`src/rtl/sgdmac_pkg.sv`:
```
// Shared types and constants for the scatter-gather DMA descriptor path.
package sgdmac_pkg;

    localparam int unsigned ADDR_W = 32;
    localparam int unsigned LEN_W  = 16;
    localparam int unsigned DATA_W = 32;
    localparam int unsigned CMD_W  = ADDR_W + LEN_W;

    localparam logic [1:0] RRESP_OKAY = 2'b00;

    // Word slot of each descriptor field, in beat order
    localparam logic [1:0] DESC_W_SRC  = 2'd0;
    localparam logic [1:0] DESC_W_DST  = 2'd1;
    localparam logic [1:0] DESC_W_CTRL = 2'd2;
    localparam logic [1:0] DESC_W_NEXT = 2'd3;

    localparam int unsigned CTRL_LAST_BIT = 31;
    localparam int unsigned CTRL_LEN_LSB  = 0;

    typedef struct packed {
        logic [ADDR_W-1:0] addr;
        logic [LEN_W-1:0]  len;
    } sgdmac_cmd_t;

    typedef enum logic [2:0] {
        ST_IDLE,
        ST_COLLECT,
        ST_PUSH,
        ST_DONE,
        ST_ERR
    } sgdmac_state_t;

endpackage

```
`src/rtl/sgdmac_desc_parser.sv`:
```
// Assembles 4-beat descriptors from AXI R beats and splits each into
// paired read/write commands plus a next-descriptor pointer.
module sgdmac_desc_parser
    import sgdmac_pkg::*;
#(
    parameter logic [3:0] ID = 4'd0
) (
    input  logic              clk,
    input  logic              rst,
    input  logic              start_i,
    input  logic [3:0]        rid_i,
    input  logic [DATA_W-1:0] rdata_i,
    input  logic [1:0]        rresp_i,
    input  logic              rlast_i,
    input  logic              rvalid_i,
    output logic              rready_o,
    input  logic              rd_afull_i,
    input  logic              wr_afull_i,
    output logic              rd_wren_o,
    output logic [CMD_W-1:0]  rd_cmd_o,
    output logic              wr_wren_o,
    output logic [CMD_W-1:0]  wr_cmd_o,
    output logic              next_valid_o,
    output logic [ADDR_W-1:0] next_ptr_o,
    output logic              busy_o,
    output logic              done_o,
    output logic              err_o
);

    sgdmac_state_t     state_q;
    logic [1:0]        cnt_q;
    logic [ADDR_W-1:0] src_q;
    logic [ADDR_W-1:0] dst_q;
    logic [ADDR_W-1:0] next_q;
    logic [LEN_W-1:0]  len_q;
    logic              last_q;
    logic              done_q;
    logic              err_q;

    logic        beat_acc;
    logic        beat_bad;
    logic        has_len;
    logic        fifo_free;
    logic        push_leave;
    logic        push_fire;
    sgdmac_cmd_t rd_cmd;
    sgdmac_cmd_t wr_cmd;

    assign beat_acc   = (state_q == ST_COLLECT) && rvalid_i && (rid_i == ID);
    // rlast must appear on exactly the final beat of a descriptor
    assign beat_bad   = (rresp_i != RRESP_OKAY) || (rlast_i != (cnt_q == DESC_W_NEXT));
    assign has_len    = (len_q != '0);
    assign fifo_free  = !rd_afull_i && !wr_afull_i;
    // Outputs are suppressed in the reset cycle so a stale PUSH cannot leak out
    assign push_leave = (state_q == ST_PUSH) && !rst && (!has_len || fifo_free);
    assign push_fire  = push_leave && has_len;

    always_ff @(posedge clk) begin
        if (rst) begin
            state_q <= ST_IDLE;
            cnt_q   <= 2'd0;
            src_q   <= '0;
            dst_q   <= '0;
            next_q  <= '0;
            len_q   <= '0;
            last_q  <= 1'b0;
            done_q  <= 1'b0;
            err_q   <= 1'b0;
        end else begin
            case (state_q)
                ST_IDLE, ST_DONE, ST_ERR: begin
                    if (start_i) begin
                        done_q  <= 1'b0;
                        err_q   <= 1'b0;
                        cnt_q   <= 2'd0;
                        state_q <= ST_COLLECT;
                    end
                end
                ST_COLLECT: begin
                    if (beat_acc) begin
                        if (beat_bad) begin
                            err_q   <= 1'b1;
                            state_q <= ST_ERR;
                        end else begin
                            case (cnt_q)
                                DESC_W_SRC:  src_q <= rdata_i;
                                DESC_W_DST:  dst_q <= rdata_i;
                                DESC_W_CTRL: begin
                                    last_q <= rdata_i[CTRL_LAST_BIT];
                                    len_q  <= rdata_i[CTRL_LEN_LSB +: LEN_W];
                                end
                                default:     next_q <= rdata_i;
                            endcase
                            cnt_q <= cnt_q + 2'd1;
                            if (cnt_q == DESC_W_NEXT) begin
                                state_q <= ST_PUSH;
                            end
                        end
                    end
                end
                ST_PUSH: begin
                    if (push_leave) begin
                        if (last_q) begin
                            done_q  <= 1'b1;
                            state_q <= ST_DONE;
                        end else begin
                            state_q <= ST_COLLECT;
                        end
                    end
                end
                default: state_q <= ST_IDLE;
            endcase
        end
    end

    assign rd_cmd = '{addr: src_q, len: len_q};
    assign wr_cmd = '{addr: dst_q, len: len_q};

    assign rready_o     = (state_q == ST_COLLECT);
    assign busy_o       = (state_q == ST_COLLECT) || (state_q == ST_PUSH);
    assign rd_wren_o    = push_fire;
    assign wr_wren_o    = push_fire;
    assign rd_cmd_o     = rd_cmd;
    assign wr_cmd_o     = wr_cmd;
    assign next_valid_o = push_leave && !last_q;
    assign next_ptr_o   = next_q;
    assign done_o       = done_q;
    assign err_o        = err_q;

endmodule

```
`config.mk`:
```
export PLATFORM = sky130hd
export DESIGN_NAME = sgdmac_desc_parser
export DESIGN_NICKNAME = d
export VERILOG_FILES = /design/src/rtl/sgdmac_pkg.sv /design/src/rtl/sgdmac_desc_parser.sv
export SDC_FILE = /design/constraint.sdc
export NUM_CORES = 1
export LEC_CHECK = 0
export BUFFER_PORTS_ARGS = -buffer_cell sky130_fd_sc_hd__buf_2
export CORE_MARGIN = 10
export CORE_UTILIZATION = 50
export CTS_BUF_LIST = sky130_fd_sc_hd__clkbuf_4 sky130_fd_sc_hd__clkbuf_8
export DETAILED_ROUTE_END_ITERATION = 10
export HOLD_SLACK_MARGIN = 0.03
export PLACE_DENSITY = 0.8
export SETUP_SLACK_MARGIN = 0.3
export SYNTH_ARGS = -nofsm -noshare
export SYNTH_HDL_FRONTEND = slang
export SYNTH_SLANG_ARGS = --single-unit
```
`constraint.sdc`:
```
create_clock -name clk -period 5.75 [get_ports clk]
set_input_delay 0.2875 -clock clk [delete_from_list [all_inputs] [get_ports clk]]
set_output_delay 0.2875 -clock clk [all_outputs]
set_load 0.005 [all_outputs]
```
# ---- Word-level counts from Yosys, hierarchy flattened
# Cells that the tools add are included.
# Widths: inputs -> output; s select.
dict set report op_classes {
  addsub 1
  n_mul 0
  n_div 0
  n_lt_le_gt_ge 0
  n_eq_ne 15
  shifts 0
  mux 18
  n_bitwise 2
  reduce_logical 32
}
# operator count
set ops {}
lappend ops {{$reduce_and 4->1} 8}
lappend ops {{$reduce_bool 16->1} 1}
lappend ops {{$mux 3} 5}
lappend ops {{$pmux 3 s3} 1}
lappend ops {{$mux 2} 4}
lappend ops {{$ne 2x2->1 const B} 4}
lappend ops {{$logic_and 1x1->1} 7}
lappend ops {{$eq 3x2->1 const B} 2}
lappend ops {{$reduce_bool 2->1} 3}
lappend ops {{$reduce_or 3->1} 2}
lappend ops {{$logic_not 1->1} 5}
lappend ops {{$mux 1} 5}
lappend ops {{$eq 2x2->1 const B} 2}
lappend ops {{$logic_not 4->1} 1}
lappend ops {{$ne 2x1->1 const B} 2}
lappend ops {{$pmux 1 s2} 2}
lappend ops {{$pmux 2 s2} 1}
lappend ops {{$eq 3x1->1 const B} 1}
lappend ops {{$eq 3x3->1 const B} 1}
lappend ops {{$logic_not 3->1} 1}
lappend ops {{$logic_or 1x1->1} 3}
lappend ops {{$ne 3x1->1 const B} 1}
lappend ops {{$add 2x1->2 const B} 1}
lappend ops {{$eq 2x1->1 const B} 1}
lappend ops {{3 further kinds} 4}
dict set report word_totals {
  regBits 120
  latchBits 0
  mem_bits_rw 0
  mem_bits_ro 0
  input_bits 45
  out_inout_bits 135
  elab_cells 77
  mem_count 0
}

# ---- Longest topological paths before layout
# Gate-level depths: netlist (run 1).
dict set report depth {
  word_depth 6
  depth_mapped 8
}

# ---- Least setup slack after synthesis (run 1)
# OpenSTA, ideal clock, no wires.
dict set report synth_timing {
  path_kind {register to register}
  start {register state_q[1]}
  end {register dst_q[10]}
  setup_ns 0.143
  t_arrival_ns 1.783
  required_time_ns 5.607
  slack_ns 3.824
  stages_incl_launch_ff 8
  cell_sequence {dfxtp_1 -> buf_6 -> or3b_4 -> nor4_4 -> nand3_1 -> clkbuf_1 -> nand2_1 -> a21oi_2}
}
dict set report synth_via {
  elab_chain_len 4
}
# item line
set synth_rtl {}
lappend synth_rtl {{start: declaration} sgdmac_desc_parser.sv:30} ;# sgdmac_state_t state_q;
lappend synth_rtl {{start signal: assignment} sgdmac_desc_parser.sv:60} ;# state_q <= ST_IDLE;
lappend synth_rtl {{start signal: assignment} sgdmac_desc_parser.sv:76} ;# state_q <= ST_COLLECT;
lappend synth_rtl {{start signal: assignment} sgdmac_desc_parser.sv:83} ;# state_q <= ST_ERR;
lappend synth_rtl {{$eq 3x1->1 (*)} {sgdmac_desc_parser.sv:49, sgdmac_desc_parser.sv:70}}
lappend synth_rtl {{$logic_and 1x1->1 (2 in a row)} sgdmac_desc_parser.sv:49} ;# assign beat_acc = (state_q == ST_COLLECT) && rvalid_i && (rid_i == ID);
lappend synth_rtl {{$reduce_and 4->1 (no source line) (*)} n/a}
lappend synth_rtl {{end signal: assignment} sgdmac_desc_parser.sv:87} ;# DESC_W_DST: dst_q <= rdata_i;
lappend synth_rtl {{end: declaration} sgdmac_desc_parser.sv:33} ;# logic [ADDR_W-1:0] dst_q;
# Every way passes the cells marked *; elsewhere a longest branch is shown, timed or not.
# A chain may end at the register's enable or synchronous reset.

# ---- Worst setup path after layout (run 1)
dict set report layout_timing {
  start {register state_q[0]}
  end {register dst_q[16]}
}
# The elaborated chain is that of the path after synthesis.

==> metrics.md, run 1 <==
| Metric | Value |
|---|---|
| Synthesized Nets | `637` |
| Fin crit share | `47.6%` |
| CTS sink count | `120` |
| Setup Crit Path Kind | `reg2reg` |
| Root Driver | `clkbuf_8` |
| Yosys cell types | `41` |
| Seq cells post-synth | `120` |
| Max Freq | `0.366 GHz` |
| Synth area leader | `dfxtp_1` |
| Worst Skew | `0.00881 ns` |
| Minimum clock period | `2.73 ns` |
| Peak VDD IR | `179 µV` |
| Drt first pass iters | `4` |
| Ports | `180` |
| Static leakage | `2.52 nW` |
| H-tree Lvls | `4` |
| Avg Vias per Cell | `5.11` |
| Antenna Cells | `0` |
| Top FF cell, synth | `dfxtp_1` |
| Initial antenna violation count | `0` |
| Routability congestion estimate from global placement | `0.869` |
| Worst Setup Start Kind | `register` |
| Placed instance area | `5780 µm²` |
| Cell area after layout | `6160 µm²` |
| GR Util met3 | `8.61%` |
| Hpwl dp | `10800 µm` |
| Worst hold path depth | `3` |
| Ys Warns | `0` |
| Vias in the first global route | `4754` |
| Final setup TNS | `0 ns` |
| Final Hold Viols | `0` |
| Number of flops mapped to enable cells by yosys | `0` |
| DIE AREA | `14600 µm²` |
| Clock Path Buffers | `2` |
| Final setup fails | `0` |
| Post_cts resized | `0` |
| First-pass GRT wire length | `24000 µm` |
| Die Y | `121 µm` |
| CP required | `6.02 ns` |
| Most Crowded Layer GR | `met2` |
| WL per Instance | `16.9 µm` |
| Clock transition at the registers of the reported paths | `0.07 ns` |
| Top post-synthesis cells by area | `dfxtp_1, a21oi_2, nand2_1` |
| Post-CTS Hold Fix Bufs | `0` |
| Status | `finished clean` |
| Final ANT Viol Nets | `0` |
| Worst EP arrival | `3.01 ns` |
| WHS | `0.136 ns` |
| Max-cap viol count | `0` |
| Least-Margin Pin Slew | `0.791 ns` |
| Post-synth top area share | `47.1%` |
| Synth async-reset ratio | `0%` |
| Die X | `121 µm` |
| Gr usage total | `20.1%` |
| Max_slew headroom | `47.2%` |
| Met1 Use GR | `21.9%` |
| TritonCTS clock tree | `built` |
| Starting Density | `51.7%` |
| Num rows | `36` |
| Syn_area_per_cell | `8.69 µm²` |
| Layout net count | `784` |
| Routed WL | `14800 µm` |
| Mapped Area | `5100 µm²` |
| Post-CTS Setup Bufs | `0` |
| DRC | `0` |
| Reg2reg path depth | `6` |
| Power Density | `267 nW/µm²` |
| Vias | `4488` |
| Core box area | `9860 µm²` |
| Largest net degree at the start of global routing | `74` |
| Number of port buffers | `179` |
| Critical Path Fanout Max | `17` |
| Final Max Tran Viols | `0` |
| DR iter-0 viols | `392` |
| Layout area overhead | `20.8%` |
| Seq/Total Area, Yosys | `47.1%` |
| GRT overflow | `0` |
| Non-Filler Instances | `878` |
| CP Capture Type | `register` |
| Synth cell count leaders | `nand2_1, dfxtp_1, a21oi_2, clkbuf_1, buf_4` |
| M2 GR Usage | `34.3%` |
| Layout cells sized above 1 | `43.2%` |
| Cell count after synthesis | `587` |
| Worst skew pair latency | `0.42 ns` |
| Hold WC Path Type | `in2reg` |
| RSZ-0062 raised after global routing | `no` |
| Cell count after placement | `848` |
| Count leader, synth | `nand2_1` |
| CTS Buf Count | `17` |
cell usage in the layout, fill, tap and decap left out, drive strengths merged, types with 2 or more instances in the layout:
cell type | Yosys | routed
a21oi | 119 | 119
and3 | 4 | 4
buf | 33 | 186
bufinv | 0 | 2
clkbuf | 25 | 21
clkinv | 0 | 5
clkinvlp | 0 | 2
dfxtp | 120 | 120
ha | 5 | 5
inv | 5 | 5
nand2 | 229 | 229
nand3 | 4 | 4
nor2 | 8 | 8
nor3 | 2 | 2
nor3b | 2 | 2
nor4 | 6 | 6
o21ai | 4 | 4
per-stage QoR:
step           worst slack (ns)  util (%)  power, mW
2_1_floorplan              3.82         -      0.896
3_3_place_gp               3.17      58.6      0.930
3_5_place_dp               3.07      58.6      0.932
4_1_cts                    3.08      62.5       1.65
5_1_grt                    2.83      62.5       1.71
6_report                   3.02      62.5       1.64
state kept, by name, indices dropped and copies added (netlist names):
register	cells
dst_q	32
state_q	3
next_ptr_o	32
cnt_q	2
last_q	1
err_o	1
len_q	16
done_o	1
src_q	32
final timing paths:
kind                                    start                           to  slack [ns]
hold reg to reg   next_ptr_o[25]$_SDFFE_PP0P_  next_ptr_o[25]$_SDFFE_PP0P_        0.45
setup reg to reg      state_q[0]$_SDFFE_PP0P_       dst_q[16]$_SDFFE_PP0P_        3.02
setup / recovery      state_q[0]$_SDFFE_PP0P_       dst_q[16]$_SDFFE_PP0P_        3.02
hold / removal                    rdata_i[21]       src_q[21]$_SDFFE_PP0P_        0.14
area by class of cell:
type	count	area, µm²
clock buffer	21	283
clock inverter	9	100
fill	870	3700
inverter	5	18.8
multi-input combinational	404	2240
sequential	120	2400
tap	133	166
timing repair buffer	186	955
metal layers:
| layer | vias up | wire, µm | share of wire [%] |
|---|---|---|---|
| met3 | 17 | 1480 | 10 |
| met5 | - | 0 | 0 |
| met1 | 2125 | 5780 | 39 |
| met4 | 0 | 186 | 1.3 |
| li1 | 2189 | - | - |
| met2 | 157 | 7380 | 50 |
cell families after synthesis:
kind of cell / synth area share [%]
AOI/OAI and AO/OA: 21.1
xor gates and xnor gates: 0.172
adders and majority gates: 1.23
buffers and inverters: 9.05
DFF: 47.1
and+or+nand+nor: 21.3
worst max-delay path, stage by stage (launching register included):
cell and delay (ns):
dfxtp_1 0.45, or3b_4 0.45, nor4_4 0.47, nand3_1 0.62, buf_4 0.43, nand2_1 0.11, a21oi_2 0.06
report_power, final:
group	total, mW	leakage, nW	switching [mW]	internal, mW
logic	0.0775	1.36	0.0525	0.0250
clock network	0.730	0.197	0.315	0.416
registers	0.837	0.966	0.00348	0.833
total	1.64	2.52	0.371	1.27
No activity file was read; power rests on OpenSTA's default activity.
==> run 2: changes to the inputs <==
ABC_AREA = 1   (was default)
CORE_UTILIZATION = 46   (was 50)
PLACE_DENSITY = 0.79   (was 0.8)
clock period = 2.5 ns   (was 5.75 ns; I/O delays follow)
==> run 2 against run 1 <==
  * Synthesized area decreased by 7.0%
  * Clock skew decreased by 0.0057 ns
  * Die area increased by 0.89%
  * Critical path depth increased by 1
  * Worst hold slack got worse by 0.077 ns
  * Sequential power increased by 140%
  * Critical endpoint is now next_ptr_o[24]$_SDFFE_PP0P_
  * Setup slack got worse by 2.5 ns
  * Cell count increased by 7.2%
  * Utilization decreased by 1.7 points
  * Global-route usage increased by 0.55 points
==> metrics.md, run 2 <==
| Metric | Value |
|---|---|
| Clock Path Buffers | `2 (unchanged)` |
| Synth async-reset ratio | `0% (unchanged)` |
| Routed WL | `15700 µm (+5.9%)` |
| Final ANT Viol Nets | `0 (unchanged)` |
| Ys Warns | `0 (unchanged)` |
| DR iter-0 viols | `343 (-13%)` |
| Hold path startpoint | `rdata_i[15]` |
| Seq cells post-synth | `120 (unchanged)` |
| Layout cells sized above 1 | `28.4% (-15 points)` |
| CP required | `2.85 ns (-3.17 ns)` |
| Worst EP arrival | `2.35 ns (-0.66 ns)` |
| Root Driver | `clkbuf_8` |
| Final Max Tran Viols | `0 (unchanged)` |
| Final setup TNS | `0 ns (unchanged)` |
| Critical Path Fanout Max | `21 (+4)` |
| Hold Path End | `next_ptr_o[15]$_SDFFE_PP0P_` |
| WL per Instance | `16.7 µm (-1.2%)` |
| Net Sw Power | `1.05 mW (+180%)` |
| Final Hold Viols | `0 (unchanged)` |
| Number of port buffers | `179 (unchanged)` |
| Routability congestion estimate from global placement | `0.899 (+3.5%)` |
| CTS sink count | `120 (unchanged)` |
| Switch share | `25.5% (+2.9 points)` |
| CP Capture Type | `register` |
| Area occupied by multi-input gates | `1940 µm² (-13%)` |
| Max_slew headroom | `65.2% (+18 points)` |
| CTS Buf Count | `17 (unchanged)` |
| Starting Density | `46.6% (-5.1 points)` |
| Number of flops mapped to enable cells by yosys | `0 (unchanged)` |
| Fin crit share | `80.2% (+33 points)` |
| Yosys cell types | `24 (-41%)` |
| FF-to-FF setup slack | `0.50 ns (-2.52 ns)` |
| Reg2reg start | `cnt_q[0]$_SDFFE_PP0P_` |
| WHS | `0.0590 ns (-0.0766 ns)` |
| Status | `finished clean` |
| Clock network power share | `39.7% (-4.7 points)` |
| RR Endpoint | `next_ptr_o[24]$_SDFFE_PP0P_` |
| Combinational share of power | `12.2% (+7.5 points)` |
| Count leader, synth | `nor2_1` |
| DIE AREA | `14800 µm² (+0.89%)` |
| GRT overflow | `0 (unchanged)` |
| Num rows | `37 (+2.8%)` |
| Synth cell count leaders | `nor2_1, dfxtp_1, o21ai_0, nand2_1, a21oi_1` |
| H-tree Lvls | `4 (unchanged)` |
| Power Internal | `3.07 mW (+140%)` |
| Post-synth top area share | `50.6% (+3.6 points)` |
| Die X | `122 µm (+0.45%)` |
| Ports | `180 (unchanged)` |
| Most frequent cells in the layout | `nor2_1, buf_2, dfxtp_1` |
| Gr usage total | `20.7% (+0.55 points)` |
| DRC | `0 (unchanged)` |
| Share of power burned in registers | `48.1% (-2.8 points)` |
| Placed instance area | `5570 µm² (-3.6%)` |
| Worst skew pair latency | `0.41 ns (about the same)` |
| # fillers | `898 (+3.2%)` |
| Top post-synthesis cells by area | `dfxtp_1, nor2_1, o21ai_0` |
| Max Freq | `0.499 GHz (+36%)` |
| Most common cell after layout, fill and taps aside | `nor2_1` |
| Least-Margin Pin Slew | `0.522 ns (-0.269 ns)` |
| Top FF cell, synth | `dfxtp_1` |
| Layout net count | `844 (+7.7%)` |
| Setup Crit Path Kind | `reg2reg` |
| Final setup fails | `0 (unchanged)` |
| Cell count after synthesis | `621 (+5.8%)` |
| Drt first pass iters | `6 (+2)` |
| Layout area overhead | `30.4%` |
| RSZ-0062 raised after global routing | `no` |
| Power Density | `665 nW/µm² (+150%)` |
| Reg2reg path depth | `7 (+1)` |
| Cell area after layout | `6190 µm² (+0.41%)` |
| Synth area leader | `dfxtp_1` |
| Core box area | `10200 µm² (+3.2%)` |
| Minimum clock period | `2.00 ns (-0.730 ns)` |
| Vias in the first global route | `4905 (+3.2%)` |
| Initial antenna violation count | `1 (+1)` |
| Worst hold path depth | `3 (unchanged)` |
| Static leakage | `2.91 nW (+16%)` |
| First-pass GRT wire length | `24500 µm (+2.1%)` |
| Vias | `4918 (+9.6%)` |
| Max-cap viol count | `0 (unchanged)` |
| Post-CTS Setup Bufs | `0 (unchanged)` |
| TritonCTS clock tree | `built` |
| Syn_area_per_cell | `7.64 µm² (-12%)` |
| Hold WC Path Type | `in2reg` |
| Worst Setup Start Kind | `register` |
| Seq/Total Area, Yosys | `50.6% (+3.6 points)` |
| Avg Vias per Cell | `5.23 (+2.2%)` |
| Worst Skew | `0.00309 ns (-0.00572 ns)` |
| Peak VDD IR | `348 µV (+95%)` |
| Largest net degree at the start of global routing | `56 (-24%)` |
| Register area | `2400 µm² (unchanged)` |
| Synthesized Nets | `671 (+5.3%)` |
| Clock transition at the registers of the reported paths | `0.06 ns (about the same)` |
| Mapped Area | `4740 µm² (-7.0%)` |
| Hpwl dp | `11100 µm (+2.3%)` |
| Die Y | `122 µm (+0.45%)` |
## run 2: changes by cell type after synthesis, sizes merged, moves of 3 or more
cell	change
a21oi	-78
nand3	+7
inv	+10
nand4	+32
nor2	+177
nand2	-169
clkbuf	+3
o21ai	+78
nor4	-6
## run 2: routing by layer
layer	vias to the layer above	part of all wire (%)	track usage (%)
li1	2364	-	-
met1	2302	38	22.2
met4	0	2.2	9.76
met3	31	12	9.30
met5	-	0	0
met2	221	48	34.2
## run 2: cell type report
type	count	area share, %
repair buffers	215	20.0
well taps	136	2.75
inverters	15	0.910
clock inverters	3	0.647
diodes	1	0.0404
flip-flops and latches	120	38.8
multi-input cells	425	31.4
clock buffers	26	5.38
## run 2: cells by family (layout without fill, tap and decap cells)
kind of cell / Yosys count / count (layout) / synth area share, %
compound gates: 124 / 124 / 13.2
xor+xnor: 1 / 1 / 0.185
fa+ha+maj: 5 / 5 / 1.32
buf+inv: 76 / 259 / 8.39
flops: 120 / 120 / 50.6
other cells: 0 / 1 / 0
simple gates: 295 / 295 / 26.3
## run 2: through the flow
| step | util [%] | instances | setup slack (ns) | total power, mW |
|---|---|---|---|---|
| 2_1_floorplan | - | 621 | 0.867 | 2.31 |
| 3_3_place_gp | 54.7 | 887 | 0.626 | 2.45 |
| 3_5_place_dp | 54.7 | 887 | 0.512 | 2.49 |
| 4_1_cts | 60.7 | 940 | 0.487 | 4.14 |
| 5_1_grt | 60.7 | 941 | 0.305 | 4.31 |
| 6_report | 60.7 | 941 | 0.495 | 4.11 |
## run 2: worst max path at each step
stage | start | end | slack [ns] | cells past startpoint
after floorplan | cnt_q[0]$_SDFFE_PP0P_ | dst_q[10]$_SDFFE_PP0P_ | 0.87 | 8
after global placement | cnt_q[0]$_SDFFE_PP0P_ | next_ptr_o[15]$_SDFFE_PP0P_ | 0.63 | 7
after detailed placement | state_q[1]$_SDFFE_PP0P_ | len_q[1]$_SDFFE_PP0P_ | 0.51 | 6
after CTS | state_q[1]$_SDFFE_PP0P_ | len_q[1]$_SDFFE_PP0P_ | 0.49 | 6
after global routing | cnt_q[0]$_SDFFE_PP0P_ | next_ptr_o[0]$_SDFFE_PP0P_ | 0.31 | 7
final | cnt_q[0]$_SDFFE_PP0P_ | next_ptr_o[24]$_SDFFE_PP0P_ | 0.50 | 7
## run 2: worst max-delay path, stage by stage, from the launching register on
cell	delay, ns
dfxtp_1	0.44
ha_1	0.22
xnor2_1	0.12
nand2_1	0.15
inv_1	0.35
buf_4	0.34
nand4_1	0.15
a21oi_1	0.16
## run 2: power groups by stage
| stage | registers (mW) | clock network (mW) | logic (mW) |
|---|---|---|---|
| 2_1_floorplan | 2.01 | 0 | 0.295 |
| 3_3_place_gp | 2.01 | 0 | 0.439 |
| 3_5_place_dp | 2.02 | 0 | 0.465 |
| 4_1_cts | 1.98 | 1.67 | 0.496 |
| 5_1_grt | 1.98 | 1.76 | 0.567 |
| 6_report | 1.98 | 1.63 | 0.500 |
## run 2: repair_timing
action,in CTS,in global routing
endpoints found under the hold margin,58,0
hold buffers,24,0
resized for setup,0,1
endpoints found under the setup margin,0,4
